--- src/rtl/gpu_pixel_writer_if.sv ---
// Pixel-in / framebuffer-write bus of the pixel writer.
// No latency of its own: it only bundles the signals.
// Backpressure: ready_o throttles pixels, mem_ack_i throttles write requests.
interface gpu_pixel_writer_if #(
    parameter int unsigned X_BITS     = 10,
    parameter int unsigned Y_BITS     = 9,
    parameter int unsigned ADDR_BITS  = 19,
    parameter int unsigned COLOR_BITS = 24
);
    logic                  pix_valid_i;
    logic [X_BITS-1:0]     x_i;
    logic [Y_BITS-1:0]     y_i;
    logic [COLOR_BITS-1:0] color_i;
    logic                  ready_o;
    logic                  mem_req_o;
    logic [ADDR_BITS-1:0]  mem_addr_o;
    logic [COLOR_BITS-1:0] mem_data_o;
    logic                  mem_ack_i;
    logic                  idle_o;
    logic                  overflow_o;
    logic                  clipped_o;

    modport slave (
        input  pix_valid_i, x_i, y_i, color_i, mem_ack_i,
        output ready_o, mem_req_o, mem_addr_o, mem_data_o, idle_o, overflow_o, clipped_o
    );

    modport master (
        output pix_valid_i, x_i, y_i, color_i, mem_ack_i,
        input  ready_o, mem_req_o, mem_addr_o, mem_data_o, idle_o, overflow_o, clipped_o
    );
endinterface

--- src/rtl/gpu_pixel_writer.sv ---
// Queues (x,y,color) pixels and issues framebuffer write requests; GPU_PIXEL_CLIP_EN drops off-screen pixels.
// Latency: pixel accepted at edge E into an empty queue raises mem_req_o at E+1; 1 pixel/cycle with ack held.
// Backpressure: ready_o low while the queue is full (or in reset); mem_req_o holds addr/data until mem_ack_i.
module gpu_pixel_writer #(
    parameter int unsigned X_BITS     = 10,
    parameter int unsigned Y_BITS     = 9,
    parameter int unsigned FB_WIDTH   = 640,
    parameter int unsigned FB_HEIGHT  = 480,
    parameter int unsigned ADDR_BITS  = 19,
    parameter int unsigned COLOR_BITS = 24,
    parameter int unsigned FIFO_DEPTH = 4
) (
    input  logic           clk,
    input  logic           rst,
    gpu_pixel_writer_if.slave bus
);
    localparam int unsigned PTR_W = $clog2(FIFO_DEPTH);
    localparam int unsigned CNT_W = PTR_W + 1;
    localparam int unsigned ENT_W = ADDR_BITS + COLOR_BITS;
`ifdef GPU_PIXEL_CLIP_EN
    localparam bit CLIP_EN = 1'b1;
`else
    localparam bit CLIP_EN = 1'b0;
`endif

    typedef enum logic {IDLE, REQ} state_t;

    state_t                state, state_nxt;
    logic [ENT_W-1:0]      fifo_mem [FIFO_DEPTH];
    logic [PTR_W-1:0]      wr_ptr, rd_ptr;
    logic [CNT_W-1:0]      count;
    logic                  in_reset;
    logic                  ready;
    logic                  accept;
    logic                  off_screen;
    logic                  push;
    logic                  pop;
    logic                  overflow;
    logic                  clipped;
    logic [ADDR_BITS-1:0]  pix_addr;
    logic [ADDR_BITS-1:0]  mem_addr;
    logic [COLOR_BITS-1:0] mem_data;

    // Row-major address, wrapping silently at ADDR_BITS for off-screen coordinates.
    assign pix_addr   = ADDR_BITS'(bus.y_i) * ADDR_BITS'(FB_WIDTH) + ADDR_BITS'(bus.x_i);
    assign off_screen = (32'(bus.x_i) >= FB_WIDTH) || (32'(bus.y_i) >= FB_HEIGHT);
    assign ready      = !in_reset && (count < CNT_W'(FIFO_DEPTH));
    assign accept     = bus.pix_valid_i && ready;
    assign push       = accept && !(CLIP_EN && off_screen);

    // Hold ready low through the reset window and release it on the first edge after.
    always_ff @(posedge clk) begin
        in_reset <= rst;
    end

    // Queue storage; contents need no reset because count gates every read.
    always_ff @(posedge clk) begin
        if (push) begin
            fifo_mem[wr_ptr] <= {pix_addr, bus.color_i};
        end
    end

    // Queue pointers and occupancy; push and pop in the same cycle cancel.
    always_ff @(posedge clk) begin
        if (rst) begin
            wr_ptr <= '0;
            rd_ptr <= '0;
            count  <= '0;
        end else begin
            if (push) wr_ptr <= wr_ptr + 1'b1;
            if (pop)  rd_ptr <= rd_ptr + 1'b1;
            if (push && !pop)      count <= count + 1'b1;
            else if (pop && !push) count <= count - 1'b1;
        end
    end

    // FSM state register.
    always_ff @(posedge clk) begin
        if (rst) state <= IDLE;
        else     state <= state_nxt;
    end

    // Next state and pop: load the head when idle, or on an ack to keep requests back-to-back.
    always_comb begin
        state_nxt = state;
        pop       = 1'b0;
        case (state)
            IDLE: begin
                if (count != '0) begin
                    pop       = 1'b1;
                    state_nxt = REQ;
                end
            end
            REQ: begin
                if (bus.mem_ack_i) begin
                    if (count != '0) pop = 1'b1;
                    else             state_nxt = IDLE;
                end
            end
            default: state_nxt = IDLE;
        endcase
    end

    // Request address/data: loaded on pop, otherwise held (including while idle).
    always_ff @(posedge clk) begin
        if (rst) begin
            mem_addr <= '0;
            mem_data <= '0;
        end else if (pop) begin
            {mem_addr, mem_data} <= fifo_mem[rd_ptr];
        end
    end

    // Sticky overflow and single-cycle clip pulse.
    always_ff @(posedge clk) begin
        if (rst) begin
            overflow <= 1'b0;
            clipped  <= 1'b0;
        end else begin
            overflow <= overflow || (bus.pix_valid_i && !ready);
            clipped  <= CLIP_EN && accept && off_screen;
        end
    end

    assign bus.ready_o    = ready;
    assign bus.mem_req_o  = (state == REQ);
    assign bus.mem_addr_o = mem_addr;
    assign bus.mem_data_o = mem_data;
    assign bus.idle_o     = (count == '0) && (state == IDLE);
    assign bus.overflow_o = overflow;
    assign bus.clipped_o  = clipped;
endmodule

--- src/flat_wrapper.sv ---
// flat-port wrapper written by rule: the top's interface ports become plain ports
module gpu_pixel_writer_flat 
#(
    parameter int unsigned X_BITS     = 10,
    parameter int unsigned Y_BITS     = 9,
    parameter int unsigned FB_WIDTH   = 640,
    parameter int unsigned FB_HEIGHT  = 480,
    parameter int unsigned ADDR_BITS  = 19,
    parameter int unsigned COLOR_BITS = 24,
    parameter int unsigned FIFO_DEPTH = 4
)
  (clk, rst, bus_pix_valid_i, bus_x_i, bus_y_i, bus_color_i, bus_mem_ack_i, bus_ready_o, bus_mem_req_o, bus_mem_addr_o, bus_mem_data_o, bus_idle_o, bus_overflow_o, bus_clipped_o);
  gpu_pixel_writer_if #(.X_BITS(X_BITS), .Y_BITS(Y_BITS), .ADDR_BITS(ADDR_BITS), .COLOR_BITS(COLOR_BITS)) bus_i ();
  input  logic clk;
  input  logic rst;
  input wire logic [$bits(bus_i.pix_valid_i)-1:0] bus_pix_valid_i;
  input wire logic [$bits(bus_i.x_i)-1:0] bus_x_i;
  input wire logic [$bits(bus_i.y_i)-1:0] bus_y_i;
  input wire logic [$bits(bus_i.color_i)-1:0] bus_color_i;
  input wire logic [$bits(bus_i.mem_ack_i)-1:0] bus_mem_ack_i;
  output wire logic [$bits(bus_i.ready_o)-1:0] bus_ready_o;
  output wire logic [$bits(bus_i.mem_req_o)-1:0] bus_mem_req_o;
  output wire logic [$bits(bus_i.mem_addr_o)-1:0] bus_mem_addr_o;
  output wire logic [$bits(bus_i.mem_data_o)-1:0] bus_mem_data_o;
  output wire logic [$bits(bus_i.idle_o)-1:0] bus_idle_o;
  output wire logic [$bits(bus_i.overflow_o)-1:0] bus_overflow_o;
  output wire logic [$bits(bus_i.clipped_o)-1:0] bus_clipped_o;
  assign bus_i.pix_valid_i = bus_pix_valid_i;
  assign bus_i.x_i = bus_x_i;
  assign bus_i.y_i = bus_y_i;
  assign bus_i.color_i = bus_color_i;
  assign bus_i.mem_ack_i = bus_mem_ack_i;
  assign bus_ready_o = bus_i.ready_o;
  assign bus_mem_req_o = bus_i.mem_req_o;
  assign bus_mem_addr_o = bus_i.mem_addr_o;
  assign bus_mem_data_o = bus_i.mem_data_o;
  assign bus_idle_o = bus_i.idle_o;
  assign bus_overflow_o = bus_i.overflow_o;
  assign bus_clipped_o = bus_i.clipped_o;
  gpu_pixel_writer #(.X_BITS(X_BITS), .Y_BITS(Y_BITS), .FB_WIDTH(FB_WIDTH), .FB_HEIGHT(FB_HEIGHT), .ADDR_BITS(ADDR_BITS), .COLOR_BITS(COLOR_BITS), .FIFO_DEPTH(FIFO_DEPTH)) u_core (.clk(clk), .rst(rst), .bus(bus_i));
endmodule
--- config.mk ---
export PLATFORM = sky130hd
export DESIGN_NAME = gpu_pixel_writer_flat
export DESIGN_NICKNAME = d
export VERILOG_FILES = /design/src/rtl/gpu_pixel_writer_if.sv /design/src/rtl/gpu_pixel_writer.sv /design/src/flat_wrapper.sv
export SDC_FILE = /design/constraint.sdc
export NUM_CORES = 1
export LEC_CHECK = 0
export BUFFER_PORTS_ARGS = -buffer_cell sky130_fd_sc_hd__buf_2
export CAP_MARGIN = 10
export CORE_ASPECT_RATIO = 1.5
export CORE_MARGIN = 1.5
export CORE_UTILIZATION = 45
export CTS_CLUSTER_DIAMETER = 60
export CTS_CLUSTER_SIZE = 14
export DETAILED_ROUTE_END_ITERATION = 6
export GPL_ROUTABILITY_DRIVEN = 0
export SETUP_SLACK_MARGIN = 0.1
export SLEW_MARGIN = 40
export SYNTH_ARGS = -nofsm -noshare
export SYNTH_HDL_FRONTEND = slang
export SYNTH_SLANG_ARGS = --single-unit
--- constraint.sdc ---
create_clock -name clk -period 5.1 [get_ports clk]
set_input_delay 1.02 -clock clk [delete_from_list [all_inputs] [get_ports clk]]
set_output_delay 1.02 -clock clk [all_outputs]
set_load 0.02 [all_outputs]
Word level (Yosys, flattened, before mapping)
Memory sizes are Yosys's and may differ from the RTL's. A register that Yosys moved wholly into a read port is not among the register bits. Cells that the tools add are included.

Order comparisons: 1. Bitwise operators: 1. Multiply operators: 1. Muxes and demuxes: 9. Add/sub/neg operators: 5. Reduce and logical (&&, ||, !) cells: 14.

Operator list (number): adder 19 x 10 -> 19 bit (1); multiplier 9 x 3 -> 12 bit (second input constant) (1); logical AND 1 bit (6); 2-to-1 mux 3 bit (2); 2-to-1 mux 1 bit (5); adder 2 x 1 -> 2 bit (second input constant) (2); zero test 1 bit (4); case mux 1 bit (2 select lines) (2); adder 3 x 1 -> 3 bit (second input constant) (1); zero test 3 bit (1); less-than comparator 3 bit (second input constant) (1); nonzero test 3 bit (1); subtractor 3 x 1 -> 3 bit (second input constant) (1); nonzero test 2 bit (1); logical OR 1 bit (1); NOT 1 bit (1).

Memories kept: 1. Output and inout bits: 48. Flip-flop bits (word level): 10. Bits of input ports: 47. Memory bits (writable): 172. Word-level logic and storage cells: 38.

Memories: u_core.fifo_mem (depth 4, width 43, rd ports 1, clocked after memory_dff 1, write ports 1, RTL line gpu_pixel_writer.sv:29) `logic [ENT_W-1:0] fifo_mem [FIFO_DEPTH];`.

Longest topological paths before layout
Gate-level depths: netlist of the first run.

Depth after elaboration: 7. Mapped depth: 10.

Worst setup path after synthesis of the first run
OpenSTA, ideal clock, no wires.

Path kind: in2reg. Start: input bus_y_i[1]. End: memory u_core.fifo_mem[0][41] in the netlist's numbering, data pin. Cell stages on the path: 9. Slack: 1952 ps. Arrival time: 2874 ps. Data required time: 4826 ps. Path buffers: 0. Path through: ha_1 -> ha_1 -> fa_1 -> a21o_1 -> a21oi_1 -> xnor2_1 -> and2_4 -> nand4_1 -> xor2_1.

Word-level cells in the longest chain between the ends: 2.

Ends and longest elaborated chain: from (decl) (RTL line flat_wrapper.sv:18) `input wire logic [$bits(bus_i.y_i)-1:0] bus_y_i;`; multiplier 9 x 3 -> 12 bit (RTL line gpu_pixel_writer.sv:45) `assign pix_addr = ADDR_BITS'(bus.y_i) * ADDR_BITS'(FB_WIDTH) + ADDR_BITS'(bus.x_i);`; adder 19 x 10 -> 19 bit (RTL line gpu_pixel_writer.sv:45); named net u_core.pix_addr[17] (RTL line gpu_pixel_writer.sv:40) `logic [ADDR_BITS-1:0] pix_addr;`; to (decl) (RTL line gpu_pixel_writer.sv:29).

The timed path passes the listed nets, and every way through them passes these cells.

Worst setup path in the final report of the first run
Start: input bus_y_i[1]. End: memory u_core.fifo_mem[1][42] in the netlist's numbering, data pin.

The elaborated chain is that of the path after synthesis.

==> results.cfg, run 1 <==
[critical_path]
slowest_stage = fa_1
path_depth = 10
critPathCaptureType = register
worst_setup_path_start_kind = input pin
path_max_fanout = 4
critPathMaxStageDelay_ns = 0.42
crit_required_ns = 5.35
crit_buf_inv = 1
crit_type = input pin to register
rr_worst_depth = 9
crit_path_cell_trace = buf_2 > ha_1 > ha_1 > fa_1 > a21o_1 > a21oi_1 > xnor2_1 > and2_4 > nand4_1 > o21ai_0
worst_ep_arrival_time_ns = 3.30
worst_path_most_repeated_cell = ha_1
critical-path-top-delay-family = adder cells

[place]
port_buffers = 93
dpl.hpwl_mm = 10.03
dp.cells = 867
dpl_cell_area_sq_um = 9525

[yosys]
yosysWarnings = 0
ys_seq_area_frac = 0.7107
synth.avg_cell_area_sq_um = 16.34
synth_edf_count = 172
synthCells = 536
async_flop_share = 0
netlist_area_sq_um = 8761
synthFlopType = edfxtp_1
synth.distinct_cells = 36
ys_seq_elements = 225
synth_nets = 608

[timing]
finalCritPeriodShare = 0.5991
clock_skew_ns = 0.01970
max_slew_margin = 0.5763
rsz0062_at_grt = false
setup_viol = 0
worstMarginPinSlew_ns = 0.6356
period_needed_ns = 3.055
drv_slew = 0
fmaxAchievable_mhz = 327.3
finalHoldViolCount = 0
fin_setup_tns_ns = 0

[detailed_routing]
drt_pass1_iterations = 4
routed_wl_mm = 16.49
antenna_left = 0
first_iter_violations = 208
avgRoutedWirePerCell_microns = 18.24
vias = 4718
drc_errors = 0
vias_per_cell = 5.219

[flow_run]
maxCapViolations = 0

[min_path]
holdPathStages = 2
hold_path_class = register to register

[layout]
fin_cells = 904
fin_util = 0.5300
nNetsFinal = 705
syn_to_final_growth_pct = 15.44
post-route-cell-area_sq_um = 10110
drive_above_1_share = 0.2782

[clocking]
cts_buffers = 20
clockBufferDepth = 3
postCtsSetupBuffers = 0
root_buffer = clkbuf_16
cts_sinks = 225
cts_htree_levels = 1
cts_tree = yes
path_clk_slew_ns = 0.06
post_cts_resize_count = 0
hold_buffers = 0
worstSkewPairLatency_ns = 0.50

[power]
pwr_density_cell_nw_per_um2 = 505.0
p_int_mw = 3.530
p_sw_frac = 0.3088
combPwrFrac = 0.265
vdd_drop_max_v = 0.0001945
clkPwrFrac = 0.268
p_seq_frac = 0.467
p_switching_mw = 1.577
p_leak_nw = 3.628

[grt]
grt_pass1_wl_mm = 26.14
use_met3 = 0.02999
grt_max_degree = 54
grt_usage = 0.1712
busiest_layer = met2
grt_pass1_vias = 5041
grt_util_met2 = 0.3134
grt-ovfl-total = 0
grt_use_met1 = 0.1970
antenna_found_initial = 3

[run_status]
status = completed

[floorplanning]
rows = 62
die_h_microns = 173.9
io_pins = 95
core_area_sq_um = 19080
initial_core_util = 0.4591
dieArea_sq_um = 20330
die_x_microns = 116.9
## registers in the layout, indices dropped and copies added, names as in the netlist
name                   flops
u_core.bus.mem_addr_o     19
u_core.in_reset            1
u_core.bus.overflow_o      1
u_core.bus.mem_data_o     24
u_core.wr_ptr              2
u_core.count               3
u_core.fifo_mem          172
u_core.bus.mem_req_o       1
u_core.rd_ptr              2
## layout make-up
cell class / count / area (sq um)
Fill cell: 1628 / 8970
Clock inverter: 2 / 32.53
Antenna cell: 1 / 2.502
Tap cell: 256 / 320.3
Clock buffer: 34 / 553.0
Timing Repair Buffer: 101 / 560.5
Sequential cell: 225 / 6231
Inverter: 11 / 43.79
Multi-Input combinational cell: 274 / 2370
## kinds of logic (layout without fill, tap and decap cells)
| family | count (synthesis) | in the layout | share of synthesized area |
|---|---|---|---|
| buffers and inverters | 37 | 148 | 0.02028 |
| multiplexers | 44 | 44 | 0.1117 |
| AO/OA/AOI/OAI | 65 | 65 | 0.04056 |
| adder cells (fa/ha/maj) | 25 | 25 | 0.03827 |
| AND/OR/NAND/NOR | 120 | 120 | 0.05913 |
| flip-flops | 225 | 225 | 0.7107 |
| other | 1 | 2 | 0.0004280 |
| XOR/XNOR | 19 | 19 | 0.01899 |
## through the flow
step / setup slack (ns) / power [mW] / hold WS (ns)
floorplan: 1.952 / 3.377 / 0.5043
global placement: 1.705 / 3.741 / 0.4310
detailed placement: 1.593 / 3.810 / 0.4441
CTS: 2.102 / 5.183 / 0.4539
global route: 1.866 / 5.372 / 0.4662
finish: 2.045 / 5.107 / 0.4490
## placed cells by master, fill, tap and decap left out, types with 6 or more instances in the layout
cell	instances
buf_4	7
mux4_2	43
nor2_1	10
a21oi_1	50
nand2_1	91
dfxtp_1	51
edfxtp_1	172
ha_1	22
inv_1	10
o21ai_0	6
clkbuf_16	20
clkbuf_1	14
buf_2	92
xnor2_1	13
xor2_1	6
## path summary, 6_finish.rpt
check	slack (ns)	start	to
hold reg to reg	0.45	u_core.bus.overflow_o$_SDFF_PP0_	u_core.bus.overflow_o$_SDFF_PP0_
setup reg to reg	2.57	u_core.count[2]$_SDFFE_PP0P_	u_core.count[2]$_SDFFE_PP0P_
hold / removal	0.45	u_core.bus.overflow_o$_SDFF_PP0_	u_core.bus.overflow_o$_SDFF_PP0_
setup / recovery	2.04	bus_y_i[1]	u_core.fifo_mem[1][42]$_DFFE_PP_
## worst register-to-register path, cell delays in order, from the launching register on
cell and delay [ns]:
dfxtp_1 0.36, nor3_2 0.30, a21oi_4 0.07, inv_4 0.40, ha_1 0.27, inv_1 0.06, fa_1 0.37, xor2_1 0.17
or3_1 0.30, a21oi_1 0.14
## power groups by stage
stage / Sequential, mW / Clock, mW / Combinational (mW)
2_1_floorplan: 2.53 / 0 / 0.852
3_3_place_gp: 2.48 / 0 / 1.26
3_5_place_dp: 2.43 / 0 / 1.38
4_1_cts: 2.39 / 1.41 / 1.38
5_1_grt: 2.41 / 1.47 / 1.49
6_report: 2.38 / 1.37 / 1.35
## layer usage
metal | up-vias | share of wire
met5 | - | 0.0010
met4 | 4 | 0.023
met3 | 29 | 0.042
met2 | 87 | 0.55
met1 | 2400 | 0.39
li1 | 2198 | -
## synth_stat cells (4+ instances only)
library cell / count / share of area
a21oi_1: 50 / 0.029
xnor2_1: 13 / 0.013
edfxtp_1: 172 / 0.59
clkbuf_1: 9 / 0.0039
mux4_2: 43 / 0.11
inv_1: 10 / 0.0043
nand2_1: 91 / 0.039
a21o_1: 5 / 0.0043
and3_1: 4 / 0.0029
buf_2: 10 / 0.0057
buf_4: 7 / 0.0060
ha_1: 22 / 0.031
nor2_1: 10 / 0.0043
xor2_1: 6 / 0.0060
dfxtp_1: 53 / 0.12
o21ai_0: 6 / 0.0034
Note: power is estimated with default switching activity, not from simulation.
==> run 2, diff against run 1 <==
--- a/config.mk
+++ b/config.mk
@@ -14,6 +14,7 @@
 export CTS_CLUSTER_SIZE = 14
 export DETAILED_ROUTE_END_ITERATION = 6
 export GPL_ROUTABILITY_DRIVEN = 0
+export PLACE_DENSITY = 0.66
 export SETUP_SLACK_MARGIN = 0.1
 export SLEW_MARGIN = 40
 export SYNTH_ARGS = -nofsm -noshare
==> constraint.sdc (replaced) <==
create_clock -name clk -period 2.5 [get_ports clk]
set_input_delay 0.5 -clock clk [delete_from_list [all_inputs] [get_ports clk]]
set_output_delay 0.5 -clock clk [all_outputs]
set_load 0.02 [all_outputs]
==> run 2 against run 1 <==
Effect of this change: die area did not move; non-clock buffer count rose by 20; via count rose by 1.8%; clock skew fell by 0.0062 ns; power rose by 110%; setup slack got worse by 1.8 ns; largest cell class unchanged.
==> results.cfg, run 2 (synthesis gave the netlist of run 1 again) <==
[run_status]
status = completed

[layout]
regMostFlops = u_core.fifo_mem
fin_util = 0.5426
largest_reg_flops = 172
syn_to_final_growth_pct = 18.19
final_cell_mix = 172 x edfxtp_1, 93 x buf_2, 91 x nand2_1
layout.cells.most_common = edfxtp_1
multi_input_area_sq_um = 2411
drive_above_1_share = 0.3088
nNetsFinal = 725
ff_latch_area_sq_um = 6231
fin_cells = 924
post-route-cell-area_sq_um = 10350
fill_cells = 1558

[timing]
fmaxAchievable_mhz = 438.6
period_needed_ns = 2.280
fin_setup_tns_ns = 0
rsz0062_at_grt = false
drv_slew = 0
clock_skew_ns = 0.01347
worstMarginPinSlew_ns = 0.5914
hold-worst-slack_ns = 0.2185
layout_setup_ws_ns = 0.2199
finalCritPeriodShare = 0.9121
setup_viol = 0
finalHoldViolCount = 0
max_slew_margin = 0.6057

[clocking]
root_buffer = clkbuf_16
clockBufferDepth = 3
cts_tree = yes
cts_htree_levels = 1
hold_buffers = 0
cts_sinks = 225
worstSkewPairLatency_ns = 0.49
cts_buffers = 20
path_clk_slew_ns = 0.06

[floorplanning]
initial_core_util = 0.4591
die_h_microns = 173.9
io_pins = 95
rows = 62
dieArea_sq_um = 20330
die_x_microns = 116.9
core_area_sq_um = 19080

[critical_path]
crit_required_ns = 2.72
critPathCaptureType = register
r2r_slack_ns = 0.36
worst_ep_arrival_time_ns = 2.50
path_max_fanout = 4
crit_type = input pin to register
rr_startpoint = u_core.count[2]$_SDFFE_PP0P_
rr_worst_depth = 8
r2r_end = u_core.count[2]$_SDFFE_PP0P_
worst_setup_path_start_kind = input pin

[power]
vdd_drop_max_v = 0.0004204
p_leak_nw = 3.734
pwr_density_cell_nw_per_um2 = 1014
total_power_mw = 10.50

[place]
dpl_cell_area_sq_um = 9759
dp.cells = 887
dpl.hpwl_mm = 10.35
port_buffers = 93
post-place-ws_ns = -0.3062

[min_path]
hold_path_class = input pin to register
holdPathEnd = u_core.fifo_mem[3][30]$_DFFE_PP_
hp-start = bus_x_i[6]
holdPathStages = 1

[grt]
antenna_found_initial = 2
grt_usage = 0.1689
grt_pass1_vias = 5062
grt_max_degree = 46
grt_pass1_wl_mm = 26.26
grt-ovfl-total = 0

[detailed_routing]
vias = 4802
vias_per_cell = 5.197
routed_wl_mm = 16.46
avgRoutedWirePerCell_microns = 17.81
drc_errors = 0
first_iter_violations = 272
drt_pass1_iterations = 4
antenna_left = 0

[flow_run]
maxCapViolations = 0
[run 2: cell type report]
cell class | count | share of cell area
Inverter | 11 | 0.003987
Clock inverter | 2 | 0.003142
Multi-Input combinational cell | 274 | 0.2328
Antenna cell | 1 | 0.0002417
Timing Repair Buffer | 121 | 0.07371
Sequential cell | 225 | 0.6017
Clock buffer | 34 | 0.05341
Tap cell | 256 | 0.03093
[run 2: per-layer routing]
layer	part of all wire	wire, microns	GRT usage
met1	0.39	6342	0.1984
met2	0.54	8968	0.3077
met3	0.047	778	0.02859
met4	0.022	359	0.05673
met5	0.00073	12	0
[run 2: repair_timing]
item | CTS | global route
endpoints found under the setup margin | 0 | 8
setup buffers | 0 | 0
gates resized for setup | 0 | 2
[run 2: critical path, stage by stage]
cell and delay, ns:
buf_2 0.12, ha_4 0.24, ha_4 0.16, fa_2 0.38, a21o_1 0.22, a221oi_2 0.30, xnor2_1 0.20, nand4_1 0.18
xor2_2 0.20
[run 2: report_power, final]
part	switching, mW	leakage (nW)	internal, mW
logic	1.67	1.46	1.21
registers	0.298	2.00	4.54
clock network	1.26	0.277	1.52
total	3.23	3.73	7.27
[run 2: worst max path at each step]
stage	slack (ns)	to	start
floorplan	0.007	u_core.fifo_mem[0][41]$_DFFE_PP_	bus_y_i[1]
global placement	-0.24	u_core.fifo_mem[0][42]$_DFFE_PP_	bus_y_i[1]
detailed placement	-0.31	u_core.fifo_mem[1][41]$_DFFE_PP_	bus_y_i[1]
CTS	0.19	u_core.fifo_mem[0][41]$_DFFE_PP_	bus_y_i[1]
global route	0.13	u_core.fifo_mem[0][41]$_DFFE_PP_	bus_y_i[2]
finish	0.22	u_core.fifo_mem[0][41]$_DFFE_PP_	bus_y_i[1]
==> run 3, diff against run 2 <==
--- a/config.mk
+++ b/config.mk
@@ -5,8 +5,9 @@
 export SDC_FILE = /design/constraint.sdc
 export NUM_CORES = 1
 export LEC_CHECK = 0
+export ABC_AREA = 1
 export BUFFER_PORTS_ARGS = -buffer_cell sky130_fd_sc_hd__buf_2
-export CAP_MARGIN = 10
+export CAP_MARGIN = 20
 export CORE_ASPECT_RATIO = 1.5
 export CORE_MARGIN = 1.5
 export CORE_UTILIZATION = 45
==> run 3 against run 2 <==
Effect of this change: register-to-register slack better by 0.29 ns; count of clock-buffer cells in the layout down 2; fmax up 11%; clock skew down 0.0054 ns; power up 6.9%; critical path type unchanged; largest power group unchanged.
==> results.cfg, run 3 <==
[place]
port_buffers = 93
dpl.hpwl_mm = 11.29
dpl_cell_area_sq_um = 9907
dp.cells = 1133

[layout]
fin_util = 0.5299
fin_cells = 1167
layout.cells.most_common = nor2_1
post-route-cell-area_sq_um = 10490
largest_reg_flops = 172
final_cell_mix = 186 x nor2_1, 172 x edfxtp_1, 93 x buf_2
nNetsFinal = 967
syn_to_final_growth_pct = 15.52
regMostFlops = u_core.fifo_mem
drive_above_1_share = 0.1852
multi_input_area_sq_um = 2536
ff_latch_area_sq_um = 6231
fill_cells = 1697
antenna_cells = 0

[yosys]
ys_seq_elements = 225
yosysWarnings = 0
netlist_area_sq_um = 9076
ys_top_cells_by_area = edfxtp_1 57%, dfxtp_1 12%, nor2_1 7.9%
synth_top_area_cell = edfxtp_1
synth_simple_gate_area_frac = 0.1163
synth.distinct_cells = 30
synth_top_family_by_area = simple AND/OR/NAND/NOR gates
synth_nets = 869
synth_edf_count = 172
async_flop_share = 0
synthFlopType = edfxtp_1
yosys-top-cells-count = 190 x nor2_1, 172 x edfxtp_1, 78 x o21ai_0
synthAdderAreaFrac = 0.03695
synth.avg_cell_area_sq_um = 11.39
synth_most_common_cell = nor2_1
ys_seq_area_frac = 0.6860
synth_mux_area_frac = 0
synth_top_area_frac = 0.5691
synth_compound_gate_area_share = 0.1136
synth_xor_area_frac = 0.008547
synthCells = 797

[grt]
grt_pass1_wl_mm = 29.13
grt_usage = 0.1771
grt-ovfl-total = 0
grt_pass1_vias = 5776
antenna_found_initial = 1
grt_max_degree = 52

[timing]
fin_setup_tns_ns = 0
fmaxAchievable_mhz = 486.5
clock_skew_ns = 0.008114
finalHoldViolCount = 0
max_slew_margin = 0.6076
period_needed_ns = 2.055
drv_slew = 0
setup_viol = 0
worstMarginPinSlew_ns = 0.5886
rsz0062_at_grt = false
finalCritPeriodShare = 0.8221

[floorplanning]
dieArea_sq_um = 21050
core_area_sq_um = 19790
die_x_microns = 119.0
io_pins = 95
initial_core_util = 0.4587
die_h_microns = 176.9
rows = 63

[critical_path]
critPathCaptureType = register
crit_type = input pin to register
crit_required_ns = 2.73
worst_setup_path_start_kind = input pin
path_max_fanout = 4
worst_ep_arrival_time_ns = 2.28

[min_path]
hold_path_class = input pin to register

[clocking]
clockBufferDepth = 3
worstSkewPairLatency_ns = 0.49
root_buffer = clkbuf_16
postCtsSetupBuffers = 0
cts_tree = yes
hold_buffers = 0
cts_htree_levels = 1
cts_sinks = 225
path_clk_slew_ns = 0.06
post_cts_resize_count = 0
cts_buffers = 20

[power]
p_switching_mw = 3.982
p_int_mw = 7.241
clkPwrFrac = 0.246
combPwrFrac = 0.318
pwr_density_cell_nw_per_um2 = 1070
p_leak_nw = 4.000
p_seq_frac = 0.436
p_sw_frac = 0.3548
vdd_drop_max_v = 0.0005556

[detailed_routing]
avgRoutedWirePerCell_microns = 15.72
routed_wl_mm = 18.34
vias = 5903
first_iter_violations = 415
antenna_left = 0
drc_errors = 0
vias_per_cell = 5.058
drt_pass1_iterations = 4

[flow_run]
maxCapViolations = 0

[run_status]
status = completed
-- run 3: logic make-up after synthesis --
kind of cell    after synthesis
fa+ha+maj                    25
xor+xnor                      8
compound gates              194
simple gates                260
other cells                   1
flops                       225
buf+inv                      84
-- run 3: cell type report --
| class | count | area share |
|---|---|---|
| multi-input combinational | 488 | 0.2419 |
| sequential | 225 | 0.5943 |
| clock buffer | 32 | 0.05203 |
| tap | 260 | 0.03103 |
| inverter | 41 | 0.01468 |
| timing repair buffer | 119 | 0.06301 |
| clock inverter | 2 | 0.003103 |
-- run 3: power by group through the flow --
| stage | Sequential, mW | Combinational [mW] | Clock, mW |
|---|---|---|---|
| after detailed placement | 4.97 | 3.63 | 0 |
| after floorplan | 5.34 | 2.13 | 0 |
| after global placement | 4.96 | 3.56 | 0 |
| final | 4.90 | 3.56 | 2.76 |
| after global routing | 4.95 | 4.00 | 2.98 |
| after CTS | 4.90 | 3.64 | 2.83 |
-- run 3: path summary, 6_finish.rpt --
path / start / to / slack (ns) / cells after the start
worst max-delay path: bus_y_i[1] / u_core.fifo_mem[1][40]$_DFFE_PP_ / 0.44 / 11
worst min-delay path: rst / u_core.in_reset$_DFF_P_ / 0.15 / 1
worst max register to register: u_core.bus.mem_req_o$_SDFF_PP0_ / u_core.count[2]$_SDFFE_PP0P_ / 0.65 / 10
worst min register to register: u_core.bus.overflow_o$_SDFF_PP0_ / u_core.bus.overflow_o$_SDFF_PP0_ / 0.46 / 2
-- run 3: worst max-delay path, stage by stage --
cell     delay [ns]
buf_2          0.11
ha_1           0.29
ha_1           0.23
fa_2           0.57
nand4_1        0.10
nand2_1        0.11
nand3_2        0.11
inv_1          0.06
nand3_1        0.06
nand2_1        0.06
nand2_1        0.08
-- run 3: per-layer routing --
layer / track usage / vias to the layer above / share of wire
li1: - / 2985 / -
met1: 0.1930 / 2790 / 0.40
met2: 0.3547 / 105 / 0.55
met3: 0.02481 / 21 / 0.039
met4: 0.04669 / 2 / 0.016
met5: 0 / - / 0.00055
-- run 3: per-stage QoR --
step                      worst slack (ns)  total power [mW]  hold WS, ns
after detailed placement          -0.07768             8.599       0.4468
after CTS                           0.4395             11.36       0.1257
after floorplan                   -0.03284             7.470       0.4622
final                               0.4447             11.22       0.1457
after global placement            -0.04309             8.519       0.4294
after global routing                0.2996             11.93       0.1276
